===== src/rtl/ram_pkg.sv =====
// Shared types and helpers for the multi-port sample/waveform RAM.
package ram_pkg;

    typedef enum logic {
        S_INIT,
        S_READY
    } state_e;

    typedef enum logic {
        RDW_OLD,
        RDW_NEW
    } rdw_mode_e;

    function automatic int bytes_per_word(input int data_size, input int byte_size);
        return data_size / byte_size;
    endfunction

endpackage


===== src/rtl/ram_read_pipe.sv =====
// Per-port read delay line: adds STAGES register stages after the RAM read register.
module ram_read_pipe #(
    parameter int DATA_SIZE = 8,
    parameter int STAGES    = 0
) (
    input  logic                 i_clk,
    input  logic                 i_res,
    input  logic [DATA_SIZE-1:0] in_data,
    input  logic                 in_valid,
    output logic [DATA_SIZE-1:0] out_data,
    output logic                 out_valid
);

    generate
        if (STAGES == 0) begin : g_bypass
            logic unused_pipe_inputs;
            assign unused_pipe_inputs = i_clk ^ i_res;
            assign out_data  = in_data;
            assign out_valid = in_valid;
        end else begin : g_stages
            logic [DATA_SIZE-1:0] data_q [STAGES];
            logic [STAGES-1:0]    valid_q;

            // Shift the valid flag every cycle; data only moves alongside a valid so the output holds between reads
            always_ff @(posedge i_clk) begin
                if (i_res) begin
                    valid_q <= '0;
                    for (int s = 0; s < STAGES; s++) begin
                        data_q[s] <= '0;
                    end
                end else begin
                    valid_q[0] <= in_valid;
                    if (in_valid) begin
                        data_q[0] <= in_data;
                    end
                    for (int s = 1; s < STAGES; s++) begin
                        valid_q[s] <= valid_q[s-1];
                        if (valid_q[s-1]) begin
                            data_q[s] <= data_q[s-1];
                        end
                    end
                end
            end

            assign out_data  = data_q[STAGES-1];
            assign out_valid = valid_q[STAGES-1];
        end
    endgenerate

endmodule


===== src/rtl/ram_mp.sv =====
// Multi-port synchronous RAM with byte enables, zero-fill sweep after reset,
// lowest-port-wins write arbitration and selectable read-during-write result.
module ram_mp
    import ram_pkg::*;
#(
    parameter int ADDRESS_SIZE  = 8,
    parameter int DATA_SIZE     = 8,
    parameter int BYTE_SIZE     = 8,
    parameter int DATA_LEN      = 256,
    parameter int ACCESS_NUMBER = 2,
    parameter int READ_LATENCY  = 1,
    parameter int RDW_MODE      = 0
) (
    input  logic                                          i_clk,
    input  logic                                          i_res,
    input  logic [ADDRESS_SIZE-1:0]                       addr       [ACCESS_NUMBER-1:0],
    input  logic [DATA_SIZE-1:0]                          w_data     [ACCESS_NUMBER-1:0],
    input  logic                                          we         [ACCESS_NUMBER-1:0],
    input  logic [bytes_per_word(DATA_SIZE,BYTE_SIZE)-1:0] be         [ACCESS_NUMBER-1:0],
    input  logic                                          re         [ACCESS_NUMBER-1:0],
    output logic [DATA_SIZE-1:0]                          r_data     [ACCESS_NUMBER-1:0],
    output logic                                          r_valid    [ACCESS_NUMBER-1:0],
    output logic                                          o_ready,
    output logic                                          o_conflict [ACCESS_NUMBER-1:0],
    output logic                                          o_err      [ACCESS_NUMBER-1:0]
);

    localparam int                      BYTES      = bytes_per_word(DATA_SIZE, BYTE_SIZE);
    localparam logic [ADDRESS_SIZE-1:0] LAST_ADDR  = ADDRESS_SIZE'(DATA_LEN - 1);
    localparam bit                      FULL_RANGE = (DATA_LEN == (1 << ADDRESS_SIZE));
    localparam bit                      NEW_DATA   = (RDW_MODE == int'(RDW_NEW));

    generate
        if (DATA_SIZE % BYTE_SIZE != 0) begin : g_bad_bytes
            $error("ram_mp: DATA_SIZE must be a multiple of BYTE_SIZE");
        end
        if (DATA_LEN > (1 << ADDRESS_SIZE)) begin : g_bad_len
            $error("ram_mp: DATA_LEN exceeds the address space");
        end
        if (READ_LATENCY < 1 || READ_LATENCY > 3) begin : g_bad_latency
            $error("ram_mp: READ_LATENCY must be 1..3");
        end
        if (RDW_MODE < 0 || RDW_MODE > 1) begin : g_bad_rdw
            $error("ram_mp: RDW_MODE must be 0 or 1");
        end
    endgenerate

    state_e                  state;
    logic [ADDRESS_SIZE-1:0] sweep_ptr;
    logic [DATA_SIZE-1:0]    mem [0:DATA_LEN-1];

    logic                     accept;
    logic [ACCESS_NUMBER-1:0] in_range;
    logic [ACCESS_NUMBER-1:0] wr_req;
    logic [ACCESS_NUMBER-1:0] wr_lost;
    logic [ACCESS_NUMBER-1:0] wr_win;
    logic [ACCESS_NUMBER-1:0] rd_fire;
    logic [ACCESS_NUMBER-1:0] err_req;
    logic [DATA_SIZE-1:0]     rd_word [ACCESS_NUMBER];
    logic [DATA_SIZE-1:0]     s0_data [ACCESS_NUMBER];
    logic [ACCESS_NUMBER-1:0] s0_valid;

    // Requests only count on edges where the RAM was already ready and reset is not being applied
    assign accept = o_ready && !i_res;

    generate
        for (genvar p = 0; p < ACCESS_NUMBER; p++) begin : g_range
            if (FULL_RANGE) begin : g_full
                assign in_range[p] = 1'b1;
            end else begin : g_part
                localparam logic [ADDRESS_SIZE-1:0] LEN_ADDR = ADDRESS_SIZE'(DATA_LEN);
                assign in_range[p] = (addr[p] < LEN_ADDR);
            end
        end
    endgenerate

    // Classify each port's request and let the lowest-indexed writer of an address win
    always_comb begin
        wr_req  = '0;
        wr_lost = '0;
        wr_win  = '0;
        rd_fire = '0;
        err_req = '0;
        for (int p = 0; p < ACCESS_NUMBER; p++) begin
            wr_req[p]  = accept && we[p] && in_range[p];
            rd_fire[p] = accept && re[p];
            err_req[p] = accept && (we[p] || re[p]) && !in_range[p];
        end
        for (int p = 0; p < ACCESS_NUMBER; p++) begin
            for (int k = 0; k < p; k++) begin
                if (wr_req[k] && wr_req[p] && (addr[k] == addr[p])) begin
                    wr_lost[p] = 1'b1;
                end
            end
            wr_win[p] = wr_req[p] && !wr_lost[p];
        end
    end

    // Read word per port: stored word, optionally overlaid with the same-edge winning write's enabled bytes
    always_comb begin
        for (int p = 0; p < ACCESS_NUMBER; p++) begin
            rd_word[p] = '0;
            if (in_range[p]) begin
                rd_word[p] = mem[addr[p]];
                if (NEW_DATA) begin
                    for (int q = 0; q < ACCESS_NUMBER; q++) begin
                        if (wr_win[q] && (addr[q] == addr[p])) begin
                            for (int b = 0; b < BYTES; b++) begin
                                if (be[q][b]) begin
                                    rd_word[p][b*BYTE_SIZE +: BYTE_SIZE] = w_data[q][b*BYTE_SIZE +: BYTE_SIZE];
                                end
                            end
                        end
                    end
                end
            end
        end
    end

    // Init/serve FSM: walk the sweep pointer over every word, then raise ready
    always_ff @(posedge i_clk) begin
        if (i_res) begin
            state     <= S_INIT;
            sweep_ptr <= '0;
            o_ready   <= 1'b0;
        end else begin
            case (state)
                S_INIT: begin
                    if (sweep_ptr == LAST_ADDR) begin
                        state   <= S_READY;
                        o_ready <= 1'b1;
                    end else begin
                        sweep_ptr <= sweep_ptr + 1'b1;
                    end
                end
                S_READY: begin
                    o_ready <= 1'b1;
                end
                default: begin
                    state   <= S_INIT;
                    o_ready <= 1'b0;
                end
            endcase
        end
    end

    // Storage update: zero fill during the sweep, byte-enabled winning writes afterwards
    always_ff @(posedge i_clk) begin
        if (!i_res) begin
            if (state == S_INIT) begin
                mem[sweep_ptr] <= '0;
            end else begin
                for (int q = 0; q < ACCESS_NUMBER; q++) begin
                    for (int b = 0; b < BYTES; b++) begin
                        if (wr_win[q] && be[q][b]) begin
                            mem[addr[q]][b*BYTE_SIZE +: BYTE_SIZE] <= w_data[q][b*BYTE_SIZE +: BYTE_SIZE];
                        end
                    end
                end
            end
        end
    end

    // Status flags and first read register; data only loads on a read so it holds otherwise
    always_ff @(posedge i_clk) begin
        if (i_res) begin
            s0_valid <= '0;
            for (int p = 0; p < ACCESS_NUMBER; p++) begin
                o_conflict[p] <= 1'b0;
                o_err[p]      <= 1'b0;
                s0_data[p]    <= '0;
            end
        end else begin
            s0_valid <= rd_fire;
            for (int p = 0; p < ACCESS_NUMBER; p++) begin
                o_conflict[p] <= wr_lost[p];
                o_err[p]      <= err_req[p];
                if (rd_fire[p]) begin
                    s0_data[p] <= rd_word[p];
                end
            end
        end
    end

    generate
        for (genvar p = 0; p < ACCESS_NUMBER; p++) begin : g_pipe
            ram_read_pipe #(
                .DATA_SIZE (DATA_SIZE),
                .STAGES    (READ_LATENCY - 1)
            ) u_pipe (
                .i_clk     (i_clk),
                .i_res     (i_res),
                .in_data   (s0_data[p]),
                .in_valid  (s0_valid[p]),
                .out_data  (r_data[p]),
                .out_valid (r_valid[p])
            );
        end
    endgenerate

endmodule


===== config.mk =====
export PLATFORM = sky130hd
export DESIGN_NAME = ram_mp
export DESIGN_NICKNAME = d
export VERILOG_FILES = /design/src/rtl/ram_pkg.sv /design/src/rtl/ram_read_pipe.sv /design/src/rtl/ram_mp.sv
export SDC_FILE = /design/constraint.sdc
export NUM_CORES = 2
export LEC_CHECK = 0
export CORE_MARGIN = 2
export CORE_UTILIZATION = 50
export CTS_CLUSTER_SIZE = 12
export DETAILED_ROUTE_END_ITERATION = 7
export PLACE_DENSITY = 0.73
export SYNTH_ARGS = -nofsm -noshare
export SYNTH_HDL_FRONTEND = slang
export SYNTH_HIERARCHICAL = 1
export SYNTH_SLANG_ARGS = --single-unit

===== constraint.sdc =====
create_clock -name i_clk -period 4.8 [get_ports i_clk]
set_input_delay 1.2 -clock i_clk [delete_from_list [all_inputs] [get_ports i_clk]]
set_output_delay 1.2 -clock i_clk [all_outputs]
set_load 0.01 [all_outputs]

# After elaboration in Yosys (flattened, before gate mapping)
# Memories as Yosys holds them, arrays and structs flattened.
# Cells that the tools add are included.
dict set report totals {
  register_bits 14
  word_cells 59
  mem_bits_rw 2064
  out_inout_bits 23
  inputBits 40
  memories 2
}
dict set report classes {
  n_eq_ne 3
  mux 29
  bitwise 4
  n_reduce_logical 14
  n_addsub 1
}
# memory words width rd rd_ports_with_merged_regs wr line
set memory_table {}
lappend memory_table {mem 256 8 2 0 2 ram_mp.sv:50} ;# logic [DATA_SIZE-1:0] mem [0:DATA_LEN-1];
lappend memory_table {s0_data 2 8 2 0 2 ram_mp.sv:60} ;# logic [DATA_SIZE-1:0] s0_data [ACCESS_NUMBER];
# operator n
set op_table {}
lappend op_table {{8-bit 2-to-1 mux} 4}
lappend op_table {{1-bit 2-to-1 mux} 24}
lappend op_table {{1-bit logical AND} 10}
lappend op_table {{8-bit by 1-bit adder with 8-bit output (second input constant)} 1}
lappend op_table {{8-bit equality test} 1}
lappend op_table {{8-bit equality test (second input constant)} 1}
lappend op_table {{8-bit OR reduction} 1}
lappend op_table {{1-bit logical NOT} 2}
lappend op_table {{2-bit inequality test (second input constant)} 1}
lappend op_table {{1-bit NOT} 2}
lappend op_table {{1-bit bitwise OR} 2}
lappend op_table {{1-bit case mux with 2 select lines} 1}
lappend op_table {{2-bit AND reduction} 1}

# Depth between registers and ports, before layout
dict set report logic_depth {
  ltp_word 13
  mapped_depth 14
  mapped_depth_nobuf 7
}

# Cells and area by module
# The synthesis kept the hierarchy.
# module seq_area_each_um2 area_per_inst_um2 cells_each n_inst
set modules_own_cells {}
lappend modules_own_cells {ram_mp 62239.7 124289.2 8084 1}
lappend modules_own_cells {ram_read_pipe 0.0 67.6 9 2}

# Worst setup path before layout
# No wires, ideal clock.
dict set report synth_path {
  path_type {input -> register}
  start {input port i_res}
  end {memory mem[48][0], enable pin}
  path_buffers 5
  required_ns 4.416
  slack_ns 0.935
  arrival_time_ns 3.481
  setup_ns 0.384
  path_stages 11
  path_cell_list {nor2b_2 -> and4_1 -> buf_2 -> buf_2 -> buf_2 -> buf_2 -> nand3_1 -> o21ai_0 -> nand2_1 -> clkbuf_1 -> o21ai_0}
}
# element line
set synth_rtl {}
lappend synth_rtl {{start: declaration} ram_mp.sv:15} ;# input logic i_res,
lappend synth_rtl {{end: declaration} ram_mp.sv:50}

==> metrics.md <==
| Metric | Value |
|---|---|
| Clk root buf | clkbuf_16 |
| Syn Inst Count | 8102 |
| Startpoint types | primary input |
| Commonest non-fill, non-tap cell in the layout | edfxtp_1 |
| Global-route wire length before repair | 713000 um |
| PD cells | 285 nW/um^2 |
| Die footprint | 253000 um^2 |
| Worst-margin pin slew | 1.58 ns |
| Final critical-path required period | 4.83 ns |
| Skew final | 0.0526 ns |
| Post-synthesis cell type count | 82 |
| Leakage Power | 53.2 nW |
| Routed vias | 92000 |
| Critical Path Fanout Max | 36 |
| TNS Setup | -0.0332 ns |
| Core ar. | 248000 um^2 |
| Residual DRC | 1 |
| FF+latch count, synth | 2077 |
| Worst setup margin | -0.0332 ns |
| Crit path kind | primary input to register |
| Worst rel slew slack | -6.55% |
| MaxCap Viol Count | 1 |
| Area Overhead vs Synth | 15.4% |
| Max Freq | 207 MHz |
| CP arrival | 5.45 ns |
| Worst-path clk slew | 0.06 ns |
| Cell taking the most area after synthesis | edfxtp_1 |
| Grt ovf | 0 |
| Hold Path Class | register to register |
| Slew Viols, Final | 2 |
| Top_reg_cell synth | edfxtp_1 |
| CP endpoint kind | register |
| Post-synthesis sequential area ratio | 50.0% |
| Final WL | 518000 um |
| Number of DRC markers in iteration 0 | 17100 |
| Pre-CTS setup slack | -0.408 ns |
| Share of the synthesized area in the top cell type | 49.8% |
| Final setup viols | 1 |
| Global-route usage over all layers | 40.6% |
| Vias in the first global route | 87700 |
| HPWL after DPL | 352000 um |
| Netlist Area Pre-Place | 124000 um^2 |
| WL/cell | 42.5 um |
| Sink Count | 2077 |
| Final core utilization | 57.9% |
| Status | finished, violations left |
| Io pins | 63 |
| Hold_buf cts | 0 |
| Die W | 503 um |
| Port Buffers | 59 |
| Worst skew pair latency | 0.93 ns |
| Critical path required time | 5.41 ns |
| Layout net count | 8656 |
| Floorplan die height | 503 um |
| Largest cells by area after synthesis | edfxtp_1, mux4_2, mux2_2 |
| Setup Buffers After CTS | 0 |
| VDD IR max | 0.552 mV |
| Final Hold Fails | 0 |
| Final ANT Viol Nets | 0 |
| Syn_area_per_cell | 15.4 um^2 |
| Resize count post-CTS | 0 |
| Initial antenna violation count | 70 |
| Routability-driven placement congestion ratio | 1.10 |
| Asr flop ratio synth | 0% |
| Fin crit share | 101% |
| Cts bufs inserted | 224 |
| CTS max path bufs | 3 |
| TritonCTS clock tree | done |
| Layout cells sized above 1 | 49.4% |
| DR pass1 iterations | 8 |
| Most frequent cells in the layout | edfxtp_1, mux2_2, buf_4 |
| Largest net degree at the start of global routing | 123 |
| Initial core utilization | 50.2% |
| Failing checks | DRC, capacitance limit, slew limit, setup timing |
| Synth warn | 6 |
| Via density | 7.55 |
| Post-synth EDFFs | 2064 |
| RSZ-0062 raised after global routing | false |
| Fillers | 19000 |
| Site Rows | 183 |
| CTS H-tree depth | 4 |
[sequential cells by signal, summed over array words and instances, names as in the netlist]
name / count
sweep_ptr: 8
mem: 2048
state: 1
o_ready: 1
s0_valid: 2
o_conflict: 1
s0_data: 16
[critical path, stage by stage]
cell and delay [ns]:
buf_8 0.55, buf_12 0.25, buf_12 0.17, buf_12 0.22, buf_4 0.23, mux4_2 0.61, a22oi_1 0.22, a311oi_1 0.32
nor4b_1 1.34, a31oi_1 0.22
[cell families (layout without fill, tap and decap cells)]
group	count (synthesis)	in the layout	synth area share, %
compound gates	1000	1000	5.27
xor+xnor	15	15	0.106
fa+ha+maj	1	1	0.0101
buf+inv	950	1646	3.63
flops	2077	2077	50.0
mux	3274	3274	37.6
other cells	1	61	0.00301
simple gates	784	784	3.33
[per-stage QoR]
| stage | hold slack [ns] | cell area [um^2] | std cells | power, W |
|---|---|---|---|---|
| final | 0.507 | 144000 | 12200 | 0.0410 |
| after global placement | 0.475 | 136000 | 11700 | 0.0239 |
| after global routing | 0.517 | 143000 | 12100 | 0.0415 |
| after floorplan | 0.489 | 124000 | 8104 | 0.0221 |
| after detailed placement | 0.488 | 136000 | 11700 | 0.0239 |
| after CTS | 0.500 | 143000 | 12100 | 0.0406 |
[power breakdown]
group	internal, W	switching (W)	total, W
combinational	0.00141	0.00277	0.00418
clock	0.00936	0.00777	0.0171
sequential	0.0197	0.0000238	0.0197
[cells in the mapped netlist (29+ instances only)]
master,number
a21oi_1,143
a22o_1,30
a22oi_1,299
buf_1,29
buf_2,142
buf_4,86
buf_6,46
clkbuf_1,631
edfxtp_1,2064
mux2_1,329
mux2_2,1750
mux2i_1,282
mux4_2,905
nand2_1,266
nand2_2,125
nand3_1,85
nor2_1,71
o21ai_0,301
o221ai_1,36
[path summary, 6_finish.rpt]
kind	start	to	slack, ns	depth (start not counted)
setup / recovery	addr[8]	s0_data[0][12]$_SDFFCE_PN0P_	-0.03	10
hold / removal	o_ready$_SDFFE_PP0N_	o_ready$_SDFFE_PP0N_	0.51	2
setup reg to reg	o_ready$_SDFFE_PP0N_	mem[181][0]$_DFFE_PP_	0.89	8
hold reg to reg	o_ready$_SDFFE_PP0N_	o_ready$_SDFFE_PP0N_	0.51	2
[metal layers]
| metal | vias up | track usage (%) | wire length, um |
|---|---|---|---|
| li1 | 34200 | - | - |
| met4 | 56 | 29.3 | 48300 |
| met3 | 2188 | 17.2 | 83500 |
| met5 | - | 1.10 | 681 |
| met2 | 8952 | 57.3 | 217000 |
| met1 | 46600 | 49.7 | 168000 |
[area by class of cell]
type                    instances  area, um^2  area share [%]
well taps                    3330        4170            2.90
repair buffers               1226       12100            8.41
multi-input cells            5077       57900            40.3
clock inverters               130        1110           0.776
inverters                       9        33.8          0.0235
clock buffers                 281        5880            4.10
diodes                         58         145           0.101
flip-flops and latches       2077       62200            43.3
No activity file was read; power rests on OpenSTA's default activity.
